**config.mk**
```make
export PLATFORM = sky130hd
export DESIGN_NAME = prog_pulse_counter
export DESIGN_NICKNAME = d
export VERILOG_FILES = /design/src/rtl/prog_pulse_counter.sv
export SDC_FILE = /design/constraint.sdc
export NUM_CORES = 1
export LEC_CHECK = 0
export BUFFER_PORTS_ARGS = -buffer_cell sky130_fd_sc_hd__buf_4
export CAP_MARGIN = 5
export CORE_MARGIN = 5
export CORE_UTILIZATION = 53
export CTS_CLUSTER_SIZE = 12
export DETAILED_ROUTE_END_ITERATION = 7
export PLACE_DENSITY = 0.87
export SYNTH_ARGS = -nofsm -noshare
export SYNTH_HDL_FRONTEND = slang
export SYNTH_SLANG_ARGS = --single-unit
```
**constraint.sdc**
```tcl
create_clock -name clk -period 3.2 [get_ports clk]
set_clock_uncertainty 0.1 [all_clocks]
set_input_delay 0 -clock clk [delete_from_list [all_inputs] [get_ports clk]]
set_output_delay 0 -clock clk [all_outputs]
set_load 0.05 [all_outputs]
```
**src/rtl/prog_pulse_counter.sv**
```systemverilog
// Programmable pulse counter. It counts tick events, either rising edges or
// high cycles. After every period_r events it emits a registered one-cycle
// pulse, then reloads or stops depending on the mode latched at load.
module prog_pulse_counter #(
   parameter int unsigned WIDTH = 8,
   parameter int unsigned EDGE  = 1
) (
   input  logic             clk,
   input  logic             resetn,
   input  logic             tick,
   input  logic             load,
   input  logic [WIDTH-1:0] period,
   input  logic             mode,
   output logic             out_pulse,
   output logic [WIDTH-1:0] remaining,
   output logic             busy,
   output logic             done
);

   typedef enum logic [1:0] {StIdle, StRun, StDone} state_e;

   state_e           state_q, state_d;
   logic [WIDTH-1:0] remaining_q, remaining_d;
   logic [WIDTH-1:0] period_q, period_d;
   logic             mode_q, mode_d;
   logic             tick_d_q;
   logic             out_pulse_q, out_pulse_d;
   logic             done_q, done_d;
   logic             event_hit;

   // An event is a rising edge or a high level, depending on EDGE.
   // tick_d_q tracks tick in every state, so an edge that spans a load
   // is seen exactly once.
   assign event_hit = (EDGE != 0) ? (tick & ~tick_d_q) : tick;

   // Next-state logic. A load wins over a coincident event, and that event is dropped.
   always_comb begin
      state_d     = state_q;
      remaining_d = remaining_q;
      period_d    = period_q;
      mode_d      = mode_q;
      done_d      = done_q;
      out_pulse_d = 1'b0;
      if (load) begin
         done_d = 1'b0;
         if (period != '0) begin
            period_d    = period;
            mode_d      = mode;
            remaining_d = period;
            state_d     = StRun;
         end else begin
            remaining_d = '0;
            state_d     = StIdle;
         end
      end else begin
         unique case (state_q)
            StRun: begin
               if (event_hit) begin
                  if (remaining_q == WIDTH'(1)) begin
                     out_pulse_d = 1'b1;
                     if (!mode_q) begin
                        // Reload in the same cycle so period_r=1 pulses on every event
                        remaining_d = period_q;
                     end else begin
                        remaining_d = '0;
                        done_d      = 1'b1;
                        state_d     = StDone;
                     end
                  end else if (remaining_q > WIDTH'(1)) begin
                     remaining_d = remaining_q - WIDTH'(1);
                  end
               end
            end
            StIdle, StDone: ;
            default: state_d = StIdle;
         endcase
      end
   end

   // State register with asynchronous active-low reset.
   always_ff @(posedge clk or negedge resetn) begin
      if (!resetn) begin
         state_q     <= StIdle;
         remaining_q <= '0;
         period_q    <= '0;
         mode_q      <= 1'b0;
         tick_d_q    <= 1'b0;
         out_pulse_q <= 1'b0;
         done_q      <= 1'b0;
      end else begin
         state_q     <= state_d;
         remaining_q <= remaining_d;
         period_q    <= period_d;
         mode_q      <= mode_d;
         tick_d_q    <= tick;
         out_pulse_q <= out_pulse_d;
         done_q      <= done_d;
      end
   end

   assign out_pulse = out_pulse_q;
   assign remaining = remaining_q;
   assign busy      = (state_q == StRun);
   assign done      = done_q;

endmodule

```
# After elaboration in Yosys (flattened, before gate mapping)

Cells that the tools add are included.
Widths: inputs -> output; s select.

Flip-flop bits (word level): 22
Input port bits: 13
Output and inout bits: 11
Logic and storage cells: 52

Add/sub/neg operators: 1
Magnitude comparators: 1
Equal/unequal tests: 7
Multiplexer cells: 22
Bitwise operators: 2
Reductions and logical operators: 12

Operators with widths:

| cell                | number |
|---|---|
| $mux 8              | 7 |
| $mux 1              | 10 |
| $ne 3x2->1 const B  | 3 |
| $eq 8x1->1 const B  | 1 |
| $gt 8x1->1 const B  | 1 |
| $mux 2              | 4 |
| $reduce_and 4->1    | 2 |
| $reduce_bool 2->1   | 4 |
| $reduce_bool 8->1   | 1 |
| $sub 8x1->8 const B | 1 |
| $pmux 2 s2          | 1 |
| $reduce_and 3->1    | 1 |
| $reduce_bool 3->1   | 1 |
| $eq 2x1->1 const B  | 1 |
| $eq 2x2->1 const B  | 1 |
| $logic_not 2->1     | 1 |
| $ne 2x2->1 const B  | 1 |
| $reduce_and 2->1    | 1 |
| $reduce_or 2->1     | 1 |
| $and 1x1->1         | 1 |
| $not 1->1           | 1 |

# Depth between registers and ports, before layout

Gate-level depths: netlist of the first run.

Word-level depth: 6
Mapped depth: 7
Depth with buffers taken out: 6

# Least setup slack after synthesis of the first run

No wires, ideal clock.

Path type: reg-to-reg
Start: register remaining_q[0] (netlist: remaining[0])
End: register remaining_q[4] (netlist: remaining[4])
Library setup time: 126 ps
Data arrival time: 2090 ps
Required time: 2974 ps
Setup slack: 884 ps
Stages on the path, launching flop included: 8
Buffers on the path: 1
Period minus slack after synthesis: 2316 ps
Cells stage by stage: dfrtp_1 > inv_1 > ha_1 > nor3b_1 > a31oi_1 > clkbuf_1 > nor2_1 > o32a_1

Longest elaborated chain between the ends: 6
Elaborated cells between the ends (all ways): 10
Those cells by class: add/sub: 1; order compare: 1; eq/ne: 1; mux: 5; reduce/logical: 2

Ends and longest elaborated chain:

| what                     | line | text |
|---|---|---|
| start: declaration       | 23   | `logic [WIDTH-1:0] remaining_q, remaining_d;` |
| start signal: assignment | 92   | `remaining_q <= remaining_d;` |
| $sub 8x1->8              | 70   | `remaining_d = remaining_q - WIDTH'(1);` |
| $mux 8                   | 69   | `end else if (remaining_q > WIDTH'(1)) begin` |
| $mux 8                   | 59   | `if (remaining_q == WIDTH'(1)) begin` |
| $mux 8                   | 58   | `if (event_hit) begin` |
| $mux 8                   | 56   | `unique case (state_q)` |
| $mux 8                   | 44   | `if (load) begin` |

Several ways; a longest one is shown, not always the timed one. The select of a mux whose other input is x is not followed.
A chain may end at the register's enable or synchronous reset.

# Worst setup path after layout of the first run

Same ends and word-level chain as after synthesis.

==> results of run 1 <==
worst paths after layout:
check	to	depth (start not counted)
min in group clk	tick_d_q	2
hold reg to reg	period_q[5]	1
max in group asynchronous	remaining[4]	2
setup reg to reg	remaining[4]	6
hold / removal	done	2
setup / recovery	remaining[4]	6
layer usage:
metal	track usage	part of all wire
met1	0.267	0.40
met2	0.364	0.50
met3	0.0414	0.066
met4	0.127	0.036
met5	0	0
registers in the layout, indices dropped and copies added (netlist names):
register and flops:
remaining 8, mode_q 1, out_pulse 1, period_q 8
state_q 2, tick_d_q 1, done 1
placed cells by master (no fill, tap or decap), drive strengths merged, types with 3 or more instances in the layout:
cell type    synthesis  routed
a21oi                4       4
a221oi               4       4
a22o                 6       6
a31oi                3       3
buf                  3      23
clkbuf               5       4
dfrtp               22      22
dlygate4sd3          0      12
inv                  7       7
nand2                9       9
nand2b               4       4
nor2                10      10
nor3                 7       7
nor4                 4       4
or4                  4       4
through the flow:
step	cells	setup WS [ns]	utilization	area, sq um
5_1_grt	191	0.669	0.675	1630
2_1_floorplan	130	0.884	-	1310
3_5_place_dp	175	0.914	0.611	1470
6_report	191	0.883	0.675	1630
4_1_cts	191	0.906	0.675	1630
3_3_place_gp	175	1.01	0.611	1470
synth_stat cells, types with 2 or more instances:
master | instances | area [sq um]
sky130_fd_sc_hd__a22o_1 | 6 | 52.6
sky130_fd_sc_hd__a211o_1 | 2 | 17.5
sky130_fd_sc_hd__or2_2 | 2 | 12.5
sky130_fd_sc_hd__a211oi_1 | 2 | 15.0
sky130_fd_sc_hd__nor3b_1 | 2 | 15.0
sky130_fd_sc_hd__or4_4 | 2 | 22.5
sky130_fd_sc_hd__ha_1 | 2 | 25.0
sky130_fd_sc_hd__a21oi_1 | 4 | 20.0
sky130_fd_sc_hd__nor4_1 | 3 | 18.8
sky130_fd_sc_hd__o32a_1 | 2 | 20.0
sky130_fd_sc_hd__nand2b_1 | 4 | 25.0
sky130_fd_sc_hd__a31oi_1 | 3 | 18.8
sky130_fd_sc_hd__a221oi_1 | 4 | 35.0
sky130_fd_sc_hd__clkbuf_1 | 5 | 18.8
sky130_fd_sc_hd__dfrtp_1 | 22 | 551
sky130_fd_sc_hd__buf_6 | 2 | 22.5
sky130_fd_sc_hd__nor2_1 | 9 | 33.8
sky130_fd_sc_hd__or4_1 | 2 | 15.0
sky130_fd_sc_hd__inv_1 | 7 | 26.3
sky130_fd_sc_hd__nand2_1 | 9 | 33.8
sky130_fd_sc_hd__o41ai_1 | 2 | 17.5
sky130_fd_sc_hd__and2_1 | 2 | 12.5
sky130_fd_sc_hd__nor3_1 | 7 | 35.0
kinds of logic after synthesis:
| family | synth area share |
|---|---|
| DFF | 0.421 |
| buffers and inverters | 0.0546 |
| adders and majority gates | 0.0192 |
| muxes | 0.0192 |
| and+or+nand+nor | 0.239 |
| AOI/OAI and AO/OA | 0.239 |
| xor gates and xnor gates | 0.00671 |
power groups by stage:
| stage | logic, W | registers [W] | clock network, W |
|---|---|---|---|
| final | 0.000243 | 0.000346 | 0.000160 |
| after global routing | 0.000264 | 0.000351 | 0.000172 |
| after CTS | 0.000242 | 0.000344 | 0.000156 |
| after detailed placement | 0.000229 | 0.000350 | 0 |
| after global placement | 0.000226 | 0.000347 | 0 |
| after floorplan | 0.000127 | 0.000388 | 0 |
timing repair:
item | in CTS | in global routing
hold endpoints to repair | 41 | 0
hold buffers | 12 | 0
gates resized for setup | 0 | 0
setup buffers | 0 | 0
worst max-delay path: stages, from the launching register on:
cell                      delay [ns]
sky130_fd_sc_hd__dfrtp_1        0.48
sky130_fd_sc_hd__inv_1          0.08
sky130_fd_sc_hd__ha_1           0.24
sky130_fd_sc_hd__nor3b_1        0.18
sky130_fd_sc_hd__a31oi_1        0.66
sky130_fd_sc_hd__nor2_1         0.11
sky130_fd_sc_hd__o32a_1         0.37
area by class of cell:
cell class / instances / area [sq um]
Fill cell: 156 / 782
Multi-Input combinational cell: 93 / 684
Sequential cell: 22 / 551
Timing Repair Buffer: 35 / 293
Tap cell: 30 / 37.5
Clock buffer: 4 / 36.3
Inverter: 7 / 26.3
==> results.txt, run 1 <==
The placeable core region is 2410 sq um. The floorplan die width came out at 59.6 microns. The largest fanout on the critical path came out at 11. The number of warning messages in the yosys log came out at 0. Once detail routing completed, the nets flagged for antenna violations numbered 0. Clock tree synthesis selected as its root buffer the cell sky130_fd_sc_hd__clkbuf_4. The die height came out at 59.6 microns.

The effective utilization at floorplan came out at 0.542. The weighted congestion reported at the end of routability-driven placement is 0.847. Max-cap violations in this run came to 0. The total overflow reported by the global router is 0. The post-synthesis instance area is 1310 sq um. Of the total power, combinational logic draws 0.325.

The switching power is 0.000279 W. The number of synthesized flops with an enable pin came out at 0. The required time reported for the critical path endpoint is 3.31 ns. The distinct cell type count after synthesis came out at 48. The number of register bits inferred by synthesis is 22.

The number of design-rule violations left by the first detailed-router iteration is 57. In this run the register-to-register setup slack is 0.88 ns. The launching element type of the critical path is a register. The setup-violating endpoint count in the final report is 0. TritonCTS built the clock tree.

The timing-limited maximum frequency is 432 MHz. The slew at the pin closest to its max-slew limit came out at 0.826 ns. The routed wire length came out at 3430 microns. The setup TNS came out at 0 ns.

The number of nets in the layout came out at 177. In this run the critical register-to-register path is launched from remaining[0]. The critical path starts at remaining[0]. The share of total power dissipated in sequential elements is 0.462. The final period utilization came out at 0.724. The repair_antennas step left the layout with diodes totalling 0. The internal portion of the total power is 0.000471 W. The half-perimeter wire length of the detailed placement result came out at 2220 microns.

The number of global-route vias before repair was 1,211. The clock buffer count from CTS came out at 3. The maximum number of buffers from clock root to sink is 2.

The final period demand of the worst path came out at 2.32 ns. In the final layout, the share of cells above drive strength 1 is 0.236. The post-synthesis async set-or-reset flop share is 1.00. The min-delay analysis places its worst path in the category primary input to async pin. For this design the static power due to leakage is 0.703 nW. The peak ir drop on the vdd network came out at 0.000377 V. The sequential element share of the synthesized area came out at 0.421. In the global route stage, overall resource usage came out at 0.221. Setup repair after global routing left no endpoint under its margin.

The post-route worst hold slack came out at 0.00416 ns. The DRC violations left is 0. The routed length per placed instance is 18.0 microns.

The H-tree level count came out at 1. For this run, the leading register cell type out of synthesis is sky130_fd_sc_hd__dfrtp_1. The final hold violation count is 0. The final total power is 0.000750 W. The pre-antenna-repair detailed-routing pass consisted of 4 iterations. The first-pass GRT wire length is 5810 microns. The floorplan step defined a die boundary enclosing 3560 sq um. Data arrives at the worst endpoint at 2.43 ns. The area added between synthesis and finish is 24.6%.

The insertion delay to the later sink of the worst-skew pair is 0.32 ns. The largest net degree at the start of global routing is 40. The number of rows in the core area came out at 18.

The clock-pin slew on the worst setup and hold paths is 0.13 ns. In the routed layout, each cell is associated on average with a via count of 6.39. The mean instance size in the synthesized netlist came out at 10.0 sq um. Measured against its own limit, the worst slew margin works out to 0.447. Counting every instance in the synthesized netlist gives 130. The run finished with clean final reports. Counting every net in the synthesized netlist gives 145. The clock network fraction of total power came out at 0.214. The worst setup path is captured at a register. The number of clock sinks came out at 22. The number of antenna violations at the first check in global routing is 0. During placement, the flow inserted port buffers numbering 23. The path type of the worst setup path is register to register. The total via count after detailed routing came out at 1,221.

The number of top-level pins is 24. The max-slew violation count is 0. The total power divided by cell area came out at 461 nW/um^2. The switching power as a share of total power came out at 0.372.
Power figures use the tool's default switching activity.
==> run 2, diff against run 1 <==
==> constraint.sdc (replaced) <==
create_clock -name clk -period 2.4 [get_ports clk]
set_clock_uncertainty 0.1 [all_clocks]
set_input_delay 0 -clock clk [delete_from_list [all_inputs] [get_ports clk]]
set_output_delay 0 -clock clk [all_outputs]
set_load 0.05 [all_outputs]
==> results.txt, run 2 (same netlist as run 1, synthesis figures left out) <==
The number of antenna violations at the first check in global routing is 0 (unchanged). The maximum number of buffers from clock root to sink is 2 (unchanged). The die height is 59.6 microns (unchanged). The setup TNS is 0 ns (unchanged). The peak ir drop on the vdd network came out at 0.000494 V (+31%). The tightest min-delay check is of the primary input to async pin type. The half-perimeter wire length of the detailed placement result came to 2240 microns (+0.82%). The total power divided by cell area came out at 611 nW/um^2 (+32%). The largest net degree at the start of global routing was 40 (unchanged).

The number of max-cap violations is 0 (unchanged). The total routing usage reported by global routing is 0.226 (+0.00521). In the layout the commonest cells are sky130_fd_sc_hd__buf_4 (24), sky130_fd_sc_hd__dfrtp_1 (22), sky130_fd_sc_hd__dlygate4sd3_1 (13), sky130_fd_sc_hd__nor2_1 (9), sky130_fd_sc_hd__nand2_1 (9). The clock-pin slew on the worst setup and hold paths came out at 0.13 ns (about the same). The number of buffers added for setup after CTS was 0 (unchanged). The total inserted antenna cells is 0 (unchanged). The arrival time at the worst endpoint came out at 2.51 ns (+0.08 ns).

The worst setup path is captured at a register. The startpoint of the lowest-slack register-to-register path is remaining[0]. The total overflow reported by the global router came to 0 (unchanged).

The weighted congestion reported at the end of routability-driven placement was 0.849 (+0.27%). The H-tree level count is 1 (unchanged). The flow ran to the end, and the final reports show no timing, DRC or antenna violations.

The number of nets in the layout is 179 (+1.1%). The number of nets still failing antenna checks after routing was 0 (unchanged). The full die area is 3560 sq um (unchanged).

The worst reg-to-reg path cell count is 6 (unchanged). The area added between synthesis and finish is 26.8%. The root buffer cell is sky130_fd_sc_hd__clkbuf_4.

The timing-limited maximum frequency is 425 MHz. The slew at the pin closest to its max-slew limit is 0.589 ns (-0.236 ns). TritonCTS built the clock tree. The post-route core utilization is 0.687 (+0.0119). The number of global-route vias before repair came out at 1,272 (+5.0%). The final total power is 0.00101 W (+35%). The capture instance of the worst register-to-register path is remaining[4]. The total via count after detailed routing came out at 1,224 (+0.25%). The via density per instance came out at 6.34 (-0.79%). The register-to-register setup slack came out at 0.24 ns (-0.64 ns).

The number of rows in the core area came to 18 (unchanged). The floorplan die width was 59.6 microns (unchanged). The first-pass GRT wire length came to 6000 microns (+3.3%). The relative slew slack came to 0.606 (+0.159). The max-slew violation count is 0 (unchanged). The routed wire length was 3630 microns (+5.9%). The DRC violations left is 0 (unchanged). The effective utilization at floorplan came out at 0.542 (unchanged).

The number of design-rule violations left by the first detailed-router iteration is 53 (-7.0%). The number of I/O port buffers came out at 23 (unchanged). The largest fanout on the critical path was 3 (-8). The final period utilization is 0.981. The count of TritonRoute iterations in the first routing pass is 5 (+1).

The number of clock sinks was 22 (unchanged). Setup repair after global routing left no endpoint under its margin. By startpoint and endpoint, the worst setup path is classified as primary input to register. The setup-violating endpoint count in the final report came out at 0 (unchanged). The required time reported for the critical path endpoint is 2.56 ns (-0.75 ns). The placeable core region is 2410 sq um (unchanged). The routed length per placed instance came to 18.8 microns (+4.8%).

The fraction of final layout cells with drive strength greater than 1 is 0.252 (+0.0155). STA classifies the critical path startpoint as a primary input. The library cell used most frequently in the layout, excluding fill and tap cells, is sky130_fd_sc_hd__buf_4.

The number of top-level pins is 24 (unchanged). The total leakage power was 0.715 nW (+1.6%). The final hold violation count came out at 0 (unchanged). The insertion delay to the later sink of the worst-skew pair came out at 0.32 ns (about the same).

Counting I/O delays and the setup requirement, the final critical path takes 2.35 ns. The clock buffer count from CTS came out at 3 (unchanged).
run 2: cell types whose count changed in the layout (fill, tap and decap cells not counted), sizes merged:
cell	previous run	this run
dlygate4sd3	12	13
buf	23	24
run 2: how the worst max path moves through the flow:
| stage | startpoint | to | slack [ns] | depth (start not counted) |
|---|---|---|---|---|
| 2_1_floorplan | remaining[0] | remaining[4] | 0.08 | 7 |
| 3_3_place_gp | remaining[0] | remaining[4] | 0.21 | 6 |
| 3_5_place_dp | remaining[0] | remaining[4] | 0.09 | 6 |
| 4_1_cts | remaining[0] | remaining[4] | 0.07 | 6 |
| 5_1_grt | period[0] | period_q[1] | 0.02 | 7 |
| 6_report | period[0] | period_q[1] | 0.05 | 7 |
run 2: final cells by class:
type,count,area (sq um)
multi-input combinational,93,696
inverter,7,26.3
fill,160,753
sequential,22,551
tap,30,37.5
timing repair buffer,37,310
clock buffer,4,36.3
run 2: metrics by stage:
step	cell area (sq um)	cells	setup slack [ns]	hold WS (ns)
after global placement	1480	176	0.209	-0.202
after floorplan	1310	130	0.0838	-0.396
after CTS	1650	193	0.0717	0.00696
after detailed placement	1480	176	0.0857	-0.194
final	1660	193	0.0468	0.0165
after global routing	1660	193	0.0178	0.0114
run 2: worst max-delay path, cell delays in order:
cell and delay [ns]:
sky130_fd_sc_hd__dlygate4sd3_1 0.55, sky130_fd_sc_hd__buf_4 0.15, sky130_fd_sc_hd__or4_1 0.52, sky130_fd_sc_hd__or4_4 0.45, sky130_fd_sc_hd__a21bo_2 0.23, sky130_fd_sc_hd__nand2_1 0.06
sky130_fd_sc_hd__dlygate4sd3_1 0.55
run 2: routing by layer:
metal / part of all wire / vias to the layer above / GRT usage
li1: - / 565 / -
met1: 0.37 / 577 / 0.254
met2: 0.54 / 68 / 0.414
met3: 0.068 / 14 / 0.0414
met4: 0.024 / 0 / 0.0918
met5: 0 / - / 0
run 2: what timing repair did:
action / CTS / global route
hold endpoints to repair: 41 / 0
setup endpoints to repair: 0 / 6
hold buffers: 13 / 0
resized for setup: 0 / 2
run 2: report_power, final:
part,switching [W],internal [W]
clock network,0.000117,0.0000928
registers,0.0000569,0.000406
logic,0.000203,0.000135
==> run 3, diff against run 2 <==
--- a/config.mk
+++ b/config.mk
@@ -5,6 +5,7 @@
 export SDC_FILE = /design/constraint.sdc
 export NUM_CORES = 1
 export LEC_CHECK = 0
+export ABC_AREA = 1
 export BUFFER_PORTS_ARGS = -buffer_cell sky130_fd_sc_hd__buf_4
 export CAP_MARGIN = 5
 export CORE_MARGIN = 5
==> results.txt, run 3 <==
The run finished, with violations left. The checks that failed: negative hold slack. The number of fill cells in the layout is 173 (+8.1%).

By area the synthesized netlist is led by sky130_fd_sc_hd__dfrtp_1 (43%), sky130_fd_sc_hd__nand2_1 (21%), sky130_fd_sc_hd__nand3_1 (6.3%), sky130_fd_sc_hd__nor2_1 (5.6%), sky130_fd_sc_hd__inv_1 (3.6%). The number of rows in the core area is 17 (-1). The insertion delay to the later sink of the worst-skew pair is 0.31 ns (about the same). The top cell type's share of synthesized area is 0.434 (+0.0129). The worst min-delay path class is primary input to async pin.

The library cell used most frequently in the layout, excluding fill and tap cells, is sky130_fd_sc_hd__nand2_1. The net count after synthesis is 188 (+30%). The number of buffers added for setup after CTS is 0 (unchanged). The clock-pin slew on the worst setup and hold paths was 0.12 ns (about the same). The worst setup path is captured at a register. From synthesis to final layout, the design area changed by 30.1%.

The path type of the worst setup path is register to register. The setup-violating endpoint count in the final report came out at 0 (unchanged). The number of design-rule violations left by the first detailed-router iteration came out at 44 (-17%). The root buffer cell is sky130_fd_sc_hd__clkbuf_4. The post-route worst hold slack is -0.000173 ns (-0.0166 ns). The final worst-path setup slack was 0.435 ns (+0.389 ns). The number of antenna violations at the first check in global routing came out at 0 (unchanged). The routed wire length came out at 3140 microns (-14%). The total leakage power is 0.861 nW (+20%). The max-slew violation count came to 0 (unchanged).

The largest fanout on the critical path is 11 (+8). The setup TNS is 0 ns (unchanged). The most used standard cell by instance count after synthesis is sky130_fd_sc_hd__nand2_1. The cell internal power dissipation is 0.000620 W (-2.3%). Sorting the synthesized cells by how often they occur yields sky130_fd_sc_hd__nand2_1 (70), sky130_fd_sc_hd__dfrtp_1 (22), sky130_fd_sc_hd__nor2_1 (19). The H-tree level count is 1 (unchanged). The number of nets in the layout was 230 (+28%). The fraction of final layout cells with drive strength greater than 1 is 0.178 (-0.0731). The relative slew slack came out at 0.678 (+0.0720). The floorplan die width was 58.9 microns (-1.2%). Leaving out fill and tap cells, the most frequent cells in the layout are sky130_fd_sc_hd__nand2_1 (70), sky130_fd_sc_hd__buf_4 (23), sky130_fd_sc_hd__dfrtp_1 (22), sky130_fd_sc_hd__nor2_1 (19), sky130_fd_sc_hd__dlygate4sd3_1 (19).

The count of TritonRoute iterations in the first routing pass came out at 4 (-1). The total inserted antenna cells came out at 0 (unchanged). The number of register bits inferred by synthesis is 22 (unchanged). The number of global-route vias before repair is 1,250 (-1.7%).

Summed over all instances, the cell type with the most area after synthesis is sky130_fd_sc_hd__dfrtp_1. The routed length per placed instance is 13.0 microns (-31%). The via density per instance came out at 5.15 (-19%). The worst slack after detailed placement came out at 0.502 ns (+0.416 ns). The post-synthesis instance area was 1270 sq um (-3.0%). The effective utilization at floorplan was 0.562 (+0.0201). Setup repair after global routing left no endpoint under its margin. The arrival time at the worst endpoint is 2.08 ns (-0.43 ns). The count of mapped cells out of synthesis came out at 173 (+33%). The post-synthesis async set-or-reset flop share is 1.00 (unchanged).

The die height came out at 58.9 microns (-1.2%). The largest net degree at the start of global routing came out at 23 (-43%). The number of max-cap violations came out at 0 (unchanged).

The total overflow reported by the global router came out at 0 (unchanged). The distinct cell type count after synthesis was 24 (-50%). The half-perimeter wire length of the detailed placement result came out at 2210 microns (-1.3%).

The number of I/O port buffers is 23 (unchanged). The total via count after detailed routing came out at 1,242 (+1.5%). The number of synthesized flops with an enable pin came out at 0 (unchanged). The clock network fraction of total power came out at 0.157 (-0.051).

The timing-limited maximum frequency came out at 509 MHz (+20%). The clock buffer count from CTS came out at 3 (unchanged). The sequential element share of the synthesized area is 0.434 (+0.0129). The number of warning messages in the yosys log was 0 (unchanged). The final period utilization came out at 0.819 (-0.162). TritonCTS built the clock tree. The total power divided by cell area is 634 nW/um^2 (+3.9%). The area taken by multi-input logic gates is 619 sq um (-11%).

The switching power as a share of total power is 0.407 (+0.0346). The mean instance size in the synthesized netlist was 7.33 sq um (-27%). The part of the power in registers is 0.443 (-0.015). The placeable core region was 2250 sq um (-6.4%).

The slew at the pin closest to its max-slew limit came out at 0.482 ns (-0.107 ns). The combinational share of power is 0.399 (+0.065). The first-pass GRT wire length came out at 5400 microns (-10%). The number of clock sinks was 22 (unchanged). The final period demand of the worst path is 1.96 ns (-0.389 ns).

The number of nets still failing antenna checks after routing is 0 (unchanged). The register-to-register setup slack is 0.44 ns (+0.20 ns). The final hold violation count was 1 (+1). Among all flip-flop cells after synthesis, the most frequent one is sky130_fd_sc_hd__dfrtp_1.

The DRC violations left came out at 0 (unchanged). The number of top-level pins came out at 24 (unchanged). STA classifies the critical path startpoint as a register. The required time reported for the critical path endpoint is 2.52 ns (-0.04 ns). The total routing usage reported by global routing came to 0.203 (-0.0235). The switching power was 0.000426 W (+13%). The full die area came out at 3470 sq um (-2.5%). The maximum number of buffers from clock root to sink is 2 (unchanged). The sequential standard cell area is 551 sq um (unchanged). The weighted congestion reported at the end of routability-driven placement is 0.894 (+5.3%). The peak ir drop on the vdd network came out at 0.000466 V (-5.7%).
## run 3: worst paths after layout
path,startpoint,endpoint,depth (start not counted)
min,resetn,period_q[2],2
max in group asynchronous,resetn,state_q[0],2
min in group clk,load,remaining[2],5
min reg2reg,period_q[5],period_q[5],2
max,remaining[0],remaining[5],9
max reg2reg,remaining[0],remaining[5],9
## run 3: what timing repair did
action | in CTS | in global routing
hold buffers | 19 | 0
hold endpoints to repair | 41 | 0
gates resized for setup | 0 | 0
## run 3: area by class of cell
cell class                 count  share of cell area
clock buffer                   3              0.0137
multi-input combinational    131               0.376
tap                           28              0.0212
inverter                      15              0.0357
sequential                    22               0.334
timing repair buffer          42               0.220
## run 3: through the flow
step | util | cells | area (sq um) | hold slack, ns | total power [W]
finish | 0.731 | 241 | 1650 | -0.000173 | 0.00105
global route | 0.731 | 241 | 1650 | 0.0407 | 0.00110
CTS | 0.731 | 241 | 1650 | 0.00638 | 0.00104
detailed placement | 0.637 | 219 | 1440 | -0.201 | 0.000861
global placement | 0.637 | 219 | 1440 | -0.202 | 0.000847
floorplan | - | 173 | 1270 | -0.396 | 0.000742
## run 3: kinds of logic (layout without fill, tap and decap cells)
kind of cell	count (synthesis)	count (layout)	share of synthesized area
compound gates	5	5	0.0276
xor+xnor	3	3	0.0207
fa+ha+maj	2	2	0.0197
buf+inv	20	60	0.0770
flops	22	22	0.434
simple gates	121	121	0.421
## run 3: critical path, stage by stage, from the launching register on
cell                      delay, ns
sky130_fd_sc_hd__dfrtp_1       0.45
sky130_fd_sc_hd__inv_1         0.16
sky130_fd_sc_hd__ha_1          0.21
sky130_fd_sc_hd__nand2_1       0.10
sky130_fd_sc_hd__inv_2         0.08
sky130_fd_sc_hd__nand4_1       0.11
sky130_fd_sc_hd__nand2_1       0.32
sky130_fd_sc_hd__inv_1         0.17
sky130_fd_sc_hd__nor2_1        0.12
sky130_fd_sc_hd__nor2_1        0.05
## run 3: routing by layer
| metal | global-route usage | share of wire | up-vias |
|---|---|---|---|
| met5 | 0 | 0 | - |
| met1 | 0.255 | 0.42 | 576 |
| met2 | 0.350 | 0.52 | 36 |
| met4 | 0.0874 | 0.011 | 0 |
| met3 | 0.0219 | 0.047 | 4 |
| li1 | - | - | 626 |
## run 3: power groups by stage
stage / logic (W) / registers, W / clock network, W
2_1_floorplan: 0.000187 / 0.000555 / 0
3_3_place_gp: 0.000380 / 0.000467 / 0
3_5_place_dp: 0.000391 / 0.000470 / 0
4_1_cts: 0.000417 / 0.000463 / 0.000164
5_1_grt: 0.000458 / 0.000471 / 0.000176
6_report: 0.000418 / 0.000464 / 0.000164
